## src/rtl/uart_tx_arbiter.sv

```systemverilog
// Round-robin arbiter sharing one UART transmitter between NUM_REQ byte sources.
// After each write strobe it holds off for one full frame plus guard time.
module uart_tx_arbiter #(
    parameter int unsigned NUM_REQ      = 2,
    parameter int unsigned CLKS_PER_BIT = 217,
    parameter int unsigned FRAME_BITS   = 10,
    parameter int unsigned GUARD_BITS   = 1
) (
    input  logic                   i_clk,
    input  logic                   i_rst,
    input  logic [NUM_REQ-1:0]     i_req_valid,
    input  logic [8*NUM_REQ-1:0]   i_req_data,
    output logic [NUM_REQ-1:0]     o_req_ready,
    output logic [7:0]             o_tx_bin,
    output logic                   o_tx_write,
    output logic                   o_busy,
    output logic [1:0]             o_grant_id
);

    localparam int unsigned HOLD  = (FRAME_BITS + GUARD_BITS) * CLKS_PER_BIT;
    localparam int unsigned CNT_W = $clog2(HOLD + 1);

    typedef enum logic [1:0] {IDLE, ISSUE, WAIT} state_t;

    state_t           state, state_next;
    logic [CNT_W-1:0] count, count_next;
    logic [1:0]       last_grant;
    logic             hit;
    logic             take;
    logic [1:0]       pick;
    logic [7:0]       pick_data;

    // Search starts just above the last grant, so the previous winner ranks last.
    always_comb begin
        hit       = 1'b0;
        pick      = '0;
        pick_data = '0;
        for (int unsigned i = 1; i <= NUM_REQ; i++) begin
            for (int unsigned k = 0; k < NUM_REQ; k++) begin
                if (!hit && i_req_valid[k] && (k == (32'(last_grant) + i) % NUM_REQ)) begin
                    hit  = 1'b1;
                    pick = 2'(k);
                end
            end
        end
        for (int unsigned k = 0; k < NUM_REQ; k++) begin
            if (pick == 2'(k)) pick_data = i_req_data[8*k +: 8];
        end
    end

    always_comb begin
        state_next  = state;
        count_next  = count;
        o_req_ready = '0;
        take        = 1'b0;
        case (state)
            IDLE: begin
                if (hit) begin
                    take       = 1'b1;
                    state_next = ISSUE;
                    for (int unsigned k = 0; k < NUM_REQ; k++) begin
                        o_req_ready[k] = (pick == 2'(k));
                    end
                end
            end
            ISSUE: begin
                count_next = CNT_W'(HOLD - 1);
                state_next = WAIT;
            end
            WAIT: begin
                if (count == '0) state_next = IDLE;
                else             count_next = count - CNT_W'(1);
            end
            default: state_next = IDLE;
        endcase
    end

    always_ff @(posedge i_clk or posedge i_rst) begin
        if (i_rst) begin
            state      <= IDLE;
            count      <= '0;
            o_tx_bin   <= '0;
            o_grant_id <= '0;
            last_grant <= 2'(NUM_REQ - 1);
        end else begin
            state <= state_next;
            count <= count_next;
            if (take) begin
                o_tx_bin   <= pick_data;
                o_grant_id <= pick;
                last_grant <= pick;
            end
        end
    end

    assign o_tx_write = (state == ISSUE);
    assign o_busy     = (state != IDLE);

endmodule

```

## config.mk

```make
export PLATFORM = sky130hd
export DESIGN_NAME = uart_tx_arbiter
export DESIGN_NICKNAME = d
export VERILOG_FILES = /design/src/rtl/uart_tx_arbiter.sv
export SDC_FILE = /design/constraint.sdc
export NUM_CORES = 1
export LEC_CHECK = 0
export ABC_AREA = 1
export BUFFER_PORTS_ARGS = -buffer_cell sky130_fd_sc_hd__clkbuf_2
export CAP_MARGIN = 20
export CORE_UTILIZATION = 35
export DETAILED_ROUTE_END_ITERATION = 8
export PLACE_DENSITY = 0.59
export SLEW_MARGIN = 20
export SYNTH_ARGS = -nofsm -noshare
export SYNTH_HDL_FRONTEND = slang
export SYNTH_SLANG_ARGS = --single-unit
```

## constraint.sdc

```tcl
create_clock -name i_clk -period 1.9 [get_ports i_clk]
set_clock_uncertainty 0.15 [all_clocks]
set_input_delay 0.095 -clock i_clk [delete_from_list [all_inputs] [get_ports i_clk]]
set_output_delay 0.095 -clock i_clk [all_outputs]
set_load 0.02 [all_outputs]
```

Word-level counts from Yosys, hierarchy flattened
Index checks and enable logic that the tools add are counted.
Widths: inputs -> output; s select.
- register bits after elaboration: 25
- latch bits: 0
- RAM bits: 0
- bits in read-only memories: 0
- bits of input ports: 20
- output and inout bits: 14
- memories kept: 0
- $add $sub $neg: 3
- $mul: 0
- div/mod/pow operators: 0
- order comparisons: 0
- equal/unequal tests: 6
- shift-type cells: 0
- multiplexer cells: 18
- bitwise logic cells: 0
- reductions and logical operators: 19
- operators with widths (operator ; count):
    $logic_not 32->1 ; 2
    $pmux 12 s2 ; 1
    $mux 8 ; 2
    $logic_not 12->1 ; 1
    $mux 12 ; 1
    $mux 2 ; 6
    $sub 12x1->12 const B ; 1
    $logic_and 1x1->1 ; 7
    $mux 1 ; 7
    $ne 2x2->1 const B ; 3
    $pmux 2 s3 ; 1
    $eq 2x1->1 const B ; 2
    $logic_not 2->1 ; 2
    $reduce_and 2->1 ; 2
    $reduce_bool 2->1 ; 2
    $logic_not 1->1 ; 3
    $add 1x1->1 const B ; 2
    $eq 2x2->1 const B ; 1

Longest topological paths before layout
- depth in word-level cells: 19
- depth in mapped cells: 10
- depth with buffers taken out: 10

Least setup slack after synthesis
OpenSTA, ideal clock, no wires.
- path type: reg-to-reg
- start: reg count[0]
- end: reg count[1]
- setup time: 0.119 ns
- arrival: 1.263 ns
- slack: 0.369 ns
- stages on the path, launching flop included: 10
- path buffers: 1
- clock period less this slack: 1.531 ns
- cells stage by stage: dfrtp_1 > inv_1 > ha_1 > nand2_1 > nor2_1 > nand2_2 > nand2_4 > nand2_2 > buf_6 > o21a_1
- cells in the longest elaborated chain, start to end: 3
- elaborated cells between the ends (all ways): 6
- classes of those cells: add/sub (1); eq/ne (1); mux (2); reduce/logical (2)
- RTL lines (element ; RTL line ; source):
    from (decl) ; 26 ; logic [CNT_W-1:0] count, count_next;
    from (signal assigned) ; 87 ; count <= count_next;
    $sub 12x1->12 / $logic_not 12->1 (equally long branches) ; 72, 71 ;
    $mux 12 / $ne 2x2->1 (equally long branches) ; - ;
    $pmux 12 s2 / $reduce_and 2->1 (equally long branches) ; - ;
Several ways; a longest one is shown, not always the timed one. The select of a mux whose other input is x is not followed.
A chain may end at the register's enable or synchronous reset.

Final worst setup path
Same ends and word-level chain as after synthesis.

==> flow_summary.yaml <==
status:
  status: "complete, no violations"
grt:
  overflow: 0
  track_usage: 0.177
  antenna_found_initial: 0
  grt_pass1_vias: 1244
  grt_pass1_wl_um: 5540
  grt_max_degree: 25
setup_path:
  slowest_delay_ns: 0.39
  cp_slowest_cell: "dfrtp_1"
  crit_arrival_ns: 1.72
  reg2reg_from: "count[0]"
  r2r_cells: 8
  end_kind: "flop"
  crit_top_cell: "nand2_2"
  setup.worst_path.class: "reg2reg"
  critPathMaxFanout: 11
  reg2reg_to: "count[1]"
  cp.required_ns: 1.92
  cp-start-kind: "flop"
  reg2reg_setup_slack_ns: 0.20
  worstPathCellList: "inv_1, ha_1, nand2_1, nor2_1, nand2_2, nand2_4, nand2_2, o21a_1"
yosys:
  synth-edff-count: 0
  yosysWarnings: 0
  synthCells: 174
  synthMuxAreaShare: 0
  synth_compound_area_frac: 0.108
  synth.distinct_cells: 24
  synth_nets: 196
  synth_top_family_by_area: "simple AND/OR/NAND/NOR gates"
  seq_area_frac_synth: 0.463
  yosysMostFrequentCell: "nand2_1"
  synth_top_area_cell: "dfrtp_1"
  synth_area_leaders: "dfrtp_1 44%, nand2_1 12%, o21ai_0 6.9%, inv_1 6.6%, nor2_1 6.6%"
  synth_seq_cells: 24
  synthArstFlopShare: 1.00
  synth_common_cells: "41 x nand2_1, 23 x dfrtp_1, 23 x inv_1, 23 x nor2_1, 18 x o21ai_0"
  synth_xor_area_frac: 0.0135
  netlist_area_mm2: 0.00130
  syn_avg_cell_area_um2: 7.47
  yosys.area_share.simple: 0.307
  synth_adder_area_share: 0.0192
  netlist.area_leader.share: 0.443
  synth_ff_type: "dfrtp_1"
final_layout:
  drive_gt1_frac: 0.220
  synthToLayoutAreaGrowth_pct: 35.3
  final_util: 0.511
  nFillCells: 340
  fin_nets: 250
  area.sequential_um2: 602
  antenna_cells: 0
  multi_input_area_um2: 586
  design_area_mm2: 0.00176
routing:
  wl_per_cell_um: 11.3
  drc: 0
  first_pass_iters: 4
  avgViaCountPerCell: 4.56
  vias: 1244
  routed_wirelength_um: 3090
  ant_nets: 0
  first_iter_violations: 80
placement:
  dpl.hpwl_um: 2090
  place_ws_ns: 0.187
  place_area_mm2: 0.00152
  place_congestion: 0.850
  io_buffer_count: 32
floorplan:
  core_area_mm2: 0.00344
  ioPinCount: 34
  row_count: 21
  initial_core_util: 0.378
  die_area_mm2: 0.00396
  die_x_um: 62.9
  die_y_um: 62.9
clock_network:
  clockRootBuffer: "clkbuf_8"
  cts_tree: "built"
  clock_latency_ns: 0.27
  clk_path_buf_depth: 2
  post_cts_buffers: 0
  cts.sinks: 24
  cts_htree_levels: 1
  cts_buffers: 3
  clk_pin_slew_ns: 0.09
sta:
  fin_crit_sh: 0.896
  tns_ns: 0
  setup_viol: 0
  final-hold-violation-count: 0
  rsz0062_at_grt: "false"
  period_needed_ns: 1.70
  fin_ws_ns: 0.197
  drv_slew: 0
  fmax_ghz: 0.587
power:
  peakVddDrop_v: 0.000707
  p_leak_nw: 0.896
  powerDensity_mw_per_mm2: 1410
worst_hold_path:
  whs_endpoint: "state[0]"
  hold_start: "i_req_valid[0]"
  hold_depth: 3
  hold_class: "in2reg"
flow_run:
  maxCapViolations: 0
[per-stage QoR]
step | hold slack (ns) | total power, mW | cells
5_1_grt | 0.149 | 2.71 | 273
3_5_place_dp | -0.00293 | 2.00 | 252
6_report | 0.131 | 2.47 | 273
4_1_cts | 0.110 | 2.49 | 273
2_1_floorplan | -0.0411 | 1.68 | 174
3_3_place_gp | -0.0107 | 1.99 | 252
[cell families after synthesis]
logic type / count (synthesis)
flip-flops: 24
XOR/XNOR: 2
AO/OA/AOI/OAI: 27
AND/OR/NAND/NOR: 91
adder cells (fa/ha/maj): 2
other: 1
buffers and inverters: 27
[critical path: cells and delay by family (launching register included)]
kind | cells | cell delay (ns)
compound gates | 1 | 0.22
buf+inv | 1 | 0.11
flops | 1 | 0.39
fa+ha+maj | 1 | 0.18
simple gates | 5 | 0.56
[power by group]
group	leakage [nW]	switching, mW	internal, mW
Sequential	0.288	0.139	0.715
Combinational	0.572	0.773	0.392
Clock	0.0357	0.174	0.282
[flip-flops by register name, indices dropped and copies added, names as in the netlist]
signal      flops
count          12
o_tx_bin        8
state           2
last_grant      1
o_grant_id      1
[cell usage in the layout (no fill, tap or decap)]
cell type / netlist / layout
clkbuf_8: 0 / 3
o21ai_1: 4 / 4
nor2_4: 1 / 1
dlygate4sd3_1: 0 / 17
xnor2_1: 1 / 1
xor2_1: 1 / 1
a21oi_1: 2 / 2
o21a_1: 1 / 1
nor2_2: 5 / 5
nand3b_1: 1 / 1
inv_2: 1 / 1
o21ai_0: 18 / 18
nand2_2: 2 / 2
buf_4: 1 / 3
o22ai_1: 2 / 2
bufinv_16: 0 / 1
nand3_1: 17 / 17
conb_1: 1 / 1
clkbuf_2: 0 / 32
nand2_4: 1 / 1
ha_1: 2 / 2
nand2_1: 41 / 41
inv_1: 23 / 23
dfstp_2: 1 / 1
dfrtp_1: 23 / 23
nor2_1: 23 / 23
[routing by layer]
layer / vias up / wire, um / track usage
met2: 37 / 1450 / 0.305
li1: 650 / - / -
met5: - / 0 / 0
met4: 0 / 64 / 0.0698
met3: 6 / 148 / 0.0383
met1: 551 / 1420 / 0.213
[final cells by class]
class / count / share of cell area
clock buffer: 3 / 0.0235
inverter: 24 / 0.0512
multi-input combinational: 123 / 0.333
clock inverter: 1 / 0.0171
tap: 46 / 0.0327
timing repair buffer: 52 / 0.201
sequential: 24 / 0.342
[timing repair]
action	4_1_cts	5_1_grt
endpoints found under the hold margin	32	0
setup endpoints to repair	0	0
gates resized for setup	0	0
hold buffers	17	0
[worst max path at each step]
stage	depth (start not counted)	start	slack (ns)	to
after global placement	8	count[0]	0.21	count[1]
final	8	count[0]	0.20	count[1]
after detailed placement	8	count[0]	0.19	count[1]
after CTS	8	count[0]	0.17	count[1]
after floorplan	9	count[0]	0.37	count[1]
after global routing	8	count[0]	0.07	count[1]
Note: power is estimated with default switching activity, not from simulation.
